## src/rtl/mcu_spi_frame_rx.sv

```systemverilog
// SPI mode-0 slave frame receiver: synchronises SCK/MOSI/NSS into CLK, deserialises one
// FRAME_BITS frame per NSS assertion and shifts a preloaded response out on MISO.
// Optional build macro MCU_SPI_MISO_HIZ_EN: MISO floats outside frames for shared-bus use.
module mcu_spi_frame_rx #(
    parameter int FRAME_BITS = 64
) (
    input  logic                  CLK,
    input  logic                  RST_N,
    input  logic                  MCU_SPI_SCK,
    input  logic                  MCU_SPI_MOSI,
    input  logic                  MCU_SPI_NSS,
    output logic                  MCU_SPI_MISO,
    input  logic [FRAME_BITS-1:0] tx_data,
    input  logic                  tx_load,
    output logic [FRAME_BITS-1:0] rx_data,
    output logic                  rx_valid,
    output logic                  rx_error,
    output logic                  busy
);

    localparam int CW = $clog2(FRAME_BITS + 2);
    localparam logic [CW-1:0] CNT_FULL = CW'(FRAME_BITS);
    localparam logic [CW-1:0] CNT_SAT  = CW'(FRAME_BITS + 1);

    typedef enum logic [1:0] {IDLE, SHIFT, DONE} state_e;

    state_e state_q, state_d;

    // [0],[1] form the synchroniser, [2] is the edge-detect history
    logic [2:0] sck_q, mosi_q, nss_q;

    logic [FRAME_BITS-1:0] shadow_q, tx_sr_q, rx_sr_q, rx_data_q;
    logic [CW-1:0]         cnt_q;
    logic                  miso_q, rx_valid_q, rx_error_q;

    logic sck_rise, sck_fall, nss_fall, nss_rise;
    logic start, rx_shift, tx_shift, frame_end;
    logic [FRAME_BITS-1:0] tx_word;

    assign sck_rise = sck_q[1] & ~sck_q[2];
    assign sck_fall = ~sck_q[1] & sck_q[2];
    assign nss_fall = ~nss_q[1] & nss_q[2];
    assign nss_rise = nss_q[1] & ~nss_q[2];

    // A load in the same cycle as frame start goes straight into the TX shifter
    assign tx_word = tx_load ? tx_data : shadow_q;

    // NSS chain resets low so a frame needs NSS to be seen high before it can fall
    always_ff @(posedge CLK or negedge RST_N) begin
        if (!RST_N) begin
            sck_q  <= '0;
            mosi_q <= '0;
            nss_q  <= '0;
        end else begin
            sck_q  <= {sck_q[1:0], MCU_SPI_SCK};
            mosi_q <= {mosi_q[1:0], MCU_SPI_MOSI};
            nss_q  <= {nss_q[1:0], MCU_SPI_NSS};
        end
    end

    always_ff @(posedge CLK or negedge RST_N) begin
        if (!RST_N) state_q <= IDLE;
        else        state_q <= state_d;
    end

    always_comb begin
        state_d   = state_q;
        start     = 1'b0;
        rx_shift  = 1'b0;
        tx_shift  = 1'b0;
        frame_end = 1'b0;
        case (state_q)
            IDLE: begin
                if (nss_fall) begin
                    start   = 1'b1;
                    state_d = SHIFT;
                end
            end
            SHIFT: begin
                if (nss_rise) begin
                    state_d = DONE;
                end else begin
                    rx_shift = sck_rise;
                    tx_shift = sck_fall;
                end
            end
            DONE: begin
                frame_end = 1'b1;
                state_d   = IDLE;
            end
            default: state_d = IDLE;
        endcase
    end

    always_ff @(posedge CLK or negedge RST_N) begin
        if (!RST_N) begin
            shadow_q   <= '0;
            tx_sr_q    <= '0;
            rx_sr_q    <= '0;
            rx_data_q  <= '0;
            cnt_q      <= '0;
            miso_q     <= 1'b0;
            rx_valid_q <= 1'b0;
            rx_error_q <= 1'b0;
        end else begin
            rx_valid_q <= 1'b0;
            rx_error_q <= 1'b0;
            if (tx_load) shadow_q <= tx_data;
            if (start) begin
                tx_sr_q <= tx_word;
                miso_q  <= tx_word[FRAME_BITS-1];
                rx_sr_q <= '0;
                cnt_q   <= '0;
            end
            // History-stage MOSI lines up with the SCK sample taken just before the rise
            if (rx_shift) begin
                rx_sr_q <= {rx_sr_q[FRAME_BITS-2:0], mosi_q[2]};
                if (cnt_q != CNT_SAT) cnt_q <= cnt_q + 1'b1;
            end
            if (tx_shift) begin
                tx_sr_q <= tx_sr_q << 1;
                miso_q  <= tx_sr_q[FRAME_BITS-2];
            end
            if (frame_end) begin
                miso_q <= 1'b0;
                if (cnt_q == CNT_FULL) begin
                    rx_data_q  <= rx_sr_q;
                    rx_valid_q <= 1'b1;
                end else begin
                    rx_error_q <= 1'b1;
                end
            end
        end
    end

`ifdef MCU_SPI_MISO_HIZ_EN
    assign MCU_SPI_MISO = (state_q == SHIFT) ? miso_q : 1'bz;
`else
    assign MCU_SPI_MISO = miso_q;
`endif

    assign rx_data  = rx_data_q;
    assign rx_valid = rx_valid_q;
    assign rx_error = rx_error_q;
    assign busy     = (state_q == SHIFT);

endmodule

```

## config.mk

```make
export PLATFORM = sky130hd
export DESIGN_NAME = mcu_spi_frame_rx
export DESIGN_NICKNAME = d
export VERILOG_FILES = /design/src/rtl/mcu_spi_frame_rx.sv
export SDC_FILE = /design/constraint.sdc
export NUM_CORES = 1
export LEC_CHECK = 0
export ABC_AREA = 0
export CAP_MARGIN = 20
export CORE_UTILIZATION = 55
export DETAILED_ROUTE_END_ITERATION = 16
export PLACE_DENSITY = 0.81
export SLEW_MARGIN = 25
export SYNTH_ARGS = -nofsm -noshare
export SYNTH_HDL_FRONTEND = slang
export SYNTH_SLANG_ARGS = --single-unit
```

## constraint.sdc

```tcl
create_clock -name CLK -period 2.4 [get_ports CLK]
set_input_delay 0.48 -clock CLK [delete_from_list [all_inputs] [get_ports CLK]]
set_output_delay 0.48 -clock CLK [all_outputs]
set_load 0.02 [all_outputs]
```

Yosys cells after proc, flatten, opt, wreduce, memory -nomap -nowiden

Cells that the tools add are included.

Bits in registers: 276
Bits in latches: 0
Bits in writable memories: 0
ROM bits: 0
Input port bits: 70
Output and inout bits: 68
Word-level logic and storage cells: 58
Memories kept: 0

$add $sub $neg: 1
Multipliers: 0
Divide/modulo/power cells: 0
Order comparisons: 0
Equality and inequality tests: 6
Shifts and indexed selects: 0
Mux-type cells: 25
Bitwise logic cells: 8
Reduce and logical (&&, ||, !) cells: 6

Operator list:

| cell                  | count |
|---|---|
| $mux W64              | 3 |
| $mux W63              | 2 |
| $mux W7               | 3 |
| $mux W1               | 14 |
| $add A7 B1 Y7 const B | 1 |
| $eq A7 B7 Y1 const B  | 1 |
| $ne A7 B7 Y1 const B  | 1 |
| $and A1 B1 Y1         | 4 |
| $mux W2               | 2 |
| $not A1 Y1            | 4 |
| $pmux W2 S2           | 1 |
| $reduce_and A2 Y1     | 2 |
| $reduce_bool A2 Y1    | 2 |
| $reduce_bool A3 Y1    | 1 |
| $eq A2 B1 Y1 const B  | 1 |
| $eq A2 B2 Y1 const B  | 1 |
| $logic_not A2 Y1      | 1 |
| $ne A2 B1 Y1 const B  | 1 |
| $ne A2 B2 Y1 const B  | 1 |

Longest topological paths before layout

Gate-level depths: netlist (run 1).

Depth in word-level cells: 7
Mapped depth: 7
Mapped depth without buffers: 5

Least setup slack after synthesis (run 1)

Ideal clock, no wire load.

Path type: input-to-reg
From: input tx_load
To: register tx_sr_q[59]
Library setup time: 119 ps
Data arrival time: 1596 ps
Data required time: 2281 ps
Path slack: 685 ps
Stages on the path: 5
Buffers on the path: 2
Cells stage by stage: buf_2 buf_2 mux2_2 a22oi_1 a21bo_2

Word-level cells in the longest chain between the ends: 3

RTL lines:

| element              | line | text |
|---|---|---|
| from (decl)          | 14   | `input logic tx_load,` |
| $mux W64             | --   |  |
| via tx_word[59]      | 38   | `logic [FRAME_BITS-1:0] tx_word;` |
| $mux W63             | 109  | `if (start) begin` |
| $mux W63             | 120  | `if (tx_shift) begin` |
| to (signal assigned) | 110  | `tx_sr_q <= tx_word;` |
| to (signal assigned) | 121  | `tx_sr_q <= tx_sr_q << 1;` |
| to (decl)            | 32   | `logic [FRAME_BITS-1:0] shadow_q, tx_sr_q, rx_sr_q, rx_data_q;` |

The timed path passes the listed nets, and every way through them passes these cells. The select of a mux whose other input is x is not followed.
A chain may end at the register's enable or synchronous reset.

Worst setup path in the final report (run 1)

From: register state_q[1]
To: output busy

Word-level cells in the longest chain between the ends: 1

RTL lines:

| element                | line | text |
|---|---|---|
| from (decl)            | 27   | `state_e state_q, state_d;` |
| from (signal assigned) | 63   | `else state_q <= state_d;` |
| $eq A2 B1 Y1           | 145  | `assign busy = (state_q == SHIFT);` |
| to (decl)              | 18   | `output logic busy` |

Every way passes these cells.

==> results.json, run 1 <==
{
  "synth-main-ff-cell": "dfrtp_1",
  "avgViaCountPerCell": 5.51,
  "ys_seq_area_share_pct": 63.3,
  "die_h_um": 143,
  "pre_cts_ws_ps": 455,
  "vias": 6900,
  "p_sw_mw": 2.54,
  "ys_types": 36,
  "clockBufferDepth": 3,
  "use_met3_pct": 3.29,
  "core_area_um2": 19500,
  "setup.worst_path.start": "state_q[1]$_DFFE_PN0P_",
  "rsz0062_at_grt": "no",
  "htreeDepth": 1,
  "cts.reportedPaths.clkPinSlew_ps": 60,
  "switching_share_pct": 22.8,
  "finalCritPeriodShare_pct": 90.3,
  "worst-r2r-cell-count": 5,
  "yosys.area_share.simple_pct": 9.49,
  "synth_fa_ha_area_share_pct": 0.344,
  "ir_worst_vdd_mv": 0.543,
  "fin_ws_ps": 233,
  "worstPathRequired_ps": 1920,
  "pwr-share-comb_pct": 10.2,
  "cp-end-kind": "primary output",
  "portBuffers": 137,
  "synth-compound-area-share_pct": 10.5,
  "cp.arrival_ps": 1690,
  "rows": 51,
  "worstHoldPathCells": 0,
  "fmax_mhz": 461,
  "synth_fp_nets": 907,
  "synth.most_common_cell": "dfrtp_1",
  "area.growth.synth_to_final_pct": 24.8,
  "route.detailed.drc": 0,
  "pwr-share-seq_pct": 48.9,
  "status": "finished clean",
  "synth_top_family_by_area": "multiplexers",
  "drt_iter0_drc": 452,
  "final_max_slew_viol_count": 0,
  "dr.pass1.iters": 5,
  "ant_nets": 0,
  "start_util_pct": 56.1,
  "r2r-start": "nss_q[1]$_DFF_PN0_",
  "hold_end": "nss_q[1]$_DFF_PN0_",
  "met1_usage_pct": 30.6,
  "yosysTopAreaCell": "dfrtp_1",
  "finalCriticalPeriod_ps": 2170,
  "ys_seq_elements": 276,
  "synth_top_area_share_pct": 63.3,
  "gr-total-overflow": 0,
  "chipWidth_um": 143,
  "p_clk_share_pct": 40.9,
  "gp_congestion": 0.746,
  "cts_tree": "yes",
  "finalSetupViolations": 0,
  "antenna_found_initial": 0,
  "r2r-end": "tx_sr_q[17]$_DFFE_PN0P_",
  "synth_mux_area_share_pct": 13.5,
  "power.total_mw": 11.1,
  "yosysWarnings": 0,
  "cts-buffers-inserted": 28,
  "grtUsageTotal_pct": 21.7,
  "synth-async-reset-ratio_pct": 100,
  "dp_cells": 1200,
  "grt_pass1_vias": 6960,
  "die_area_um2": 20400,
  "maxCapViolations": 0,
  "syn_inst": 834,
  "wl_per_cell_um": 16.9,
  "hp-start": "nss_q[0]$_DFF_PN0_",
  "finalNonFillerCells": 1253,
  "met2_usage_pct": 35.4,
  "grt_max_degree": 73,
  "nNetsFinal": 1039,
  "root_buffer": "clkbuf_16",
  "synth_area_um2": 10900,
  "yosys.area_share.xor_xnor_pct": 0.0803,
  "p_per_area_nw_per_um2": 819,
  "cp_max_fo": 6,
  "post_cts_buffers": 0,
  "min_path_type": "register to register",
  "cts_num_sinks": 276,
  "slew_headroom_pct": 61.2,
  "num_antenna_cells": 0,
  "p_leak_nw": 6.69,
  "synth_area_leaders": "dfrtp_1 63%, mux2_2 13%, nand2_1 4.7%",
  "syn_area_per_cell_um2": 13.1,
  "drive_above_1_share_pct": 22.8,
  "busiest_layer": "met2",
  "p_int_mw": 8.60,
  "synth_edf_count": 0,
  "tns_ps": 0,
  "finalHoldViolations": 0,
  "synthTopCellsByCount": "276 x dfrtp_1, 137 x nand2_1, 125 x mux2_2",
  "rrSetupSlack_ps": 440,
  "grt_pass1_wl_um": 35300,
  "worstSetupPathType": "register to primary output",
  "fin_skew_ps": 12.2,
  "tightest_slew_ps": 581,
  "clk_latency_ps": 530,
  "io_pins": 138,
  "start_kind": "register",
  "dpl.hpwl_um": 13200,
  "wirelength_um": 21200
}
==> area by class of cell <==
class,instances,area [um^2]
Sequential cell,276,6910
Fill cell,1333,5850
Multi-Input combinational cell,497,3720
Timing Repair Buffer,158,1640
Clock buffer,41,831
Tap cell,265,332
Clock inverter,11,161
Inverter,5,18.8
==> metal layers <==
layer  up-vias  share of wire, %  wire [um]
met5         -                 0          0
met4         0               2.2        469
met3        31               3.6        758
met2       139                50      10600
met1      3548                44       9320
li1       3182                 -          -
==> flip-flops by register name (all words and copies together), names as in the netlist <==
register and count:
MCU_SPI_MISO 1, cnt_q 7, mosi_q 3, nss_q 3, rx_data 64, rx_error 1
rx_sr_q 64, rx_valid 1, sck_q 3, shadow_q 64, state_q 2, tx_sr_q 63
==> cells by family (layout without fill, tap and decap cells) <==
| logic type | count (synthesis) | count (layout) |
|---|---|---|
| flops | 276 | 276 |
| simple gates | 231 | 231 |
| compound gates | 131 | 131 |
| mux | 131 | 131 |
| buf+inv | 61 | 215 |
| fa+ha+maj | 3 | 3 |
| xor+xnor | 1 | 1 |
==> critical path, stage by stage, from the launching register on <==
cell           delay [ps]
dfrtp_1               430
nand2b_2              280
inv_1                  90
dlygate4sd2_1         360
==> stage by stage <==
step	utilization [%]	instance area [um^2]	hold WS [ps]
after CTS	70.0	13600	353
after floorplan	-	10900	184
after detailed placement	64.8	12600	337
after global routing	70.0	13600	363
after global placement	64.8	12600	339
final	70.0	13600	351
==> worst max path at each step <==
stage	slack [ps]	to
global placement	510	tx_sr_q[5]$_DFFE_PN0P_
global route	120	busy
CTS	210	busy
floorplan	680	tx_sr_q[59]$_DFFE_PN0P_
finish	230	busy
detailed placement	450	tx_sr_q[5]$_DFFE_PN0P_
==> what timing repair did <==
item,CTS,global route
hold endpoints to repair,64,0
resized for setup,1,0
setup endpoints to repair,1,0
hold buffers,1,0
==> power groups by stage <==
stage	sequential (mW)	combinational, mW	clock (mW)
2_1_floorplan	5.45	0.736	0
3_3_place_gp	5.51	1.10	0
3_5_place_dp	5.52	1.15	0
4_1_cts	5.45	1.15	4.64
5_1_grt	5.51	1.25	4.84
6_report	5.46	1.13	4.56
==> layout by cell type, fill, tap and decap left out, drive strengths merged, types with 4 or more instances in the layout <==
master and n:
nor2 5, dfrtp 276, clkbuf 41, nand3 70, nand2 137, buf 22
inv 6, clkinv 5, bufinv 4, a21bo 61, nand2b 4, mux2 128
clkdlybuf4s50 134, a22oi 62
No activity file was read; power rests on OpenSTA's default activity.
==> run 2: changes to the inputs <==
--- a/config.mk
+++ b/config.mk
@@ -10,7 +10,7 @@
 export CORE_UTILIZATION = 55
 export DETAILED_ROUTE_END_ITERATION = 16
 export PLACE_DENSITY = 0.81
-export SLEW_MARGIN = 25
+export SLEW_MARGIN = 5
 export SYNTH_ARGS = -nofsm -noshare
 export SYNTH_HDL_FRONTEND = slang
 export SYNTH_SLANG_ARGS = --single-unit
==> results of run 2 <==
Same layout as run 1: the final DEF is identical, and so are final timing and power.
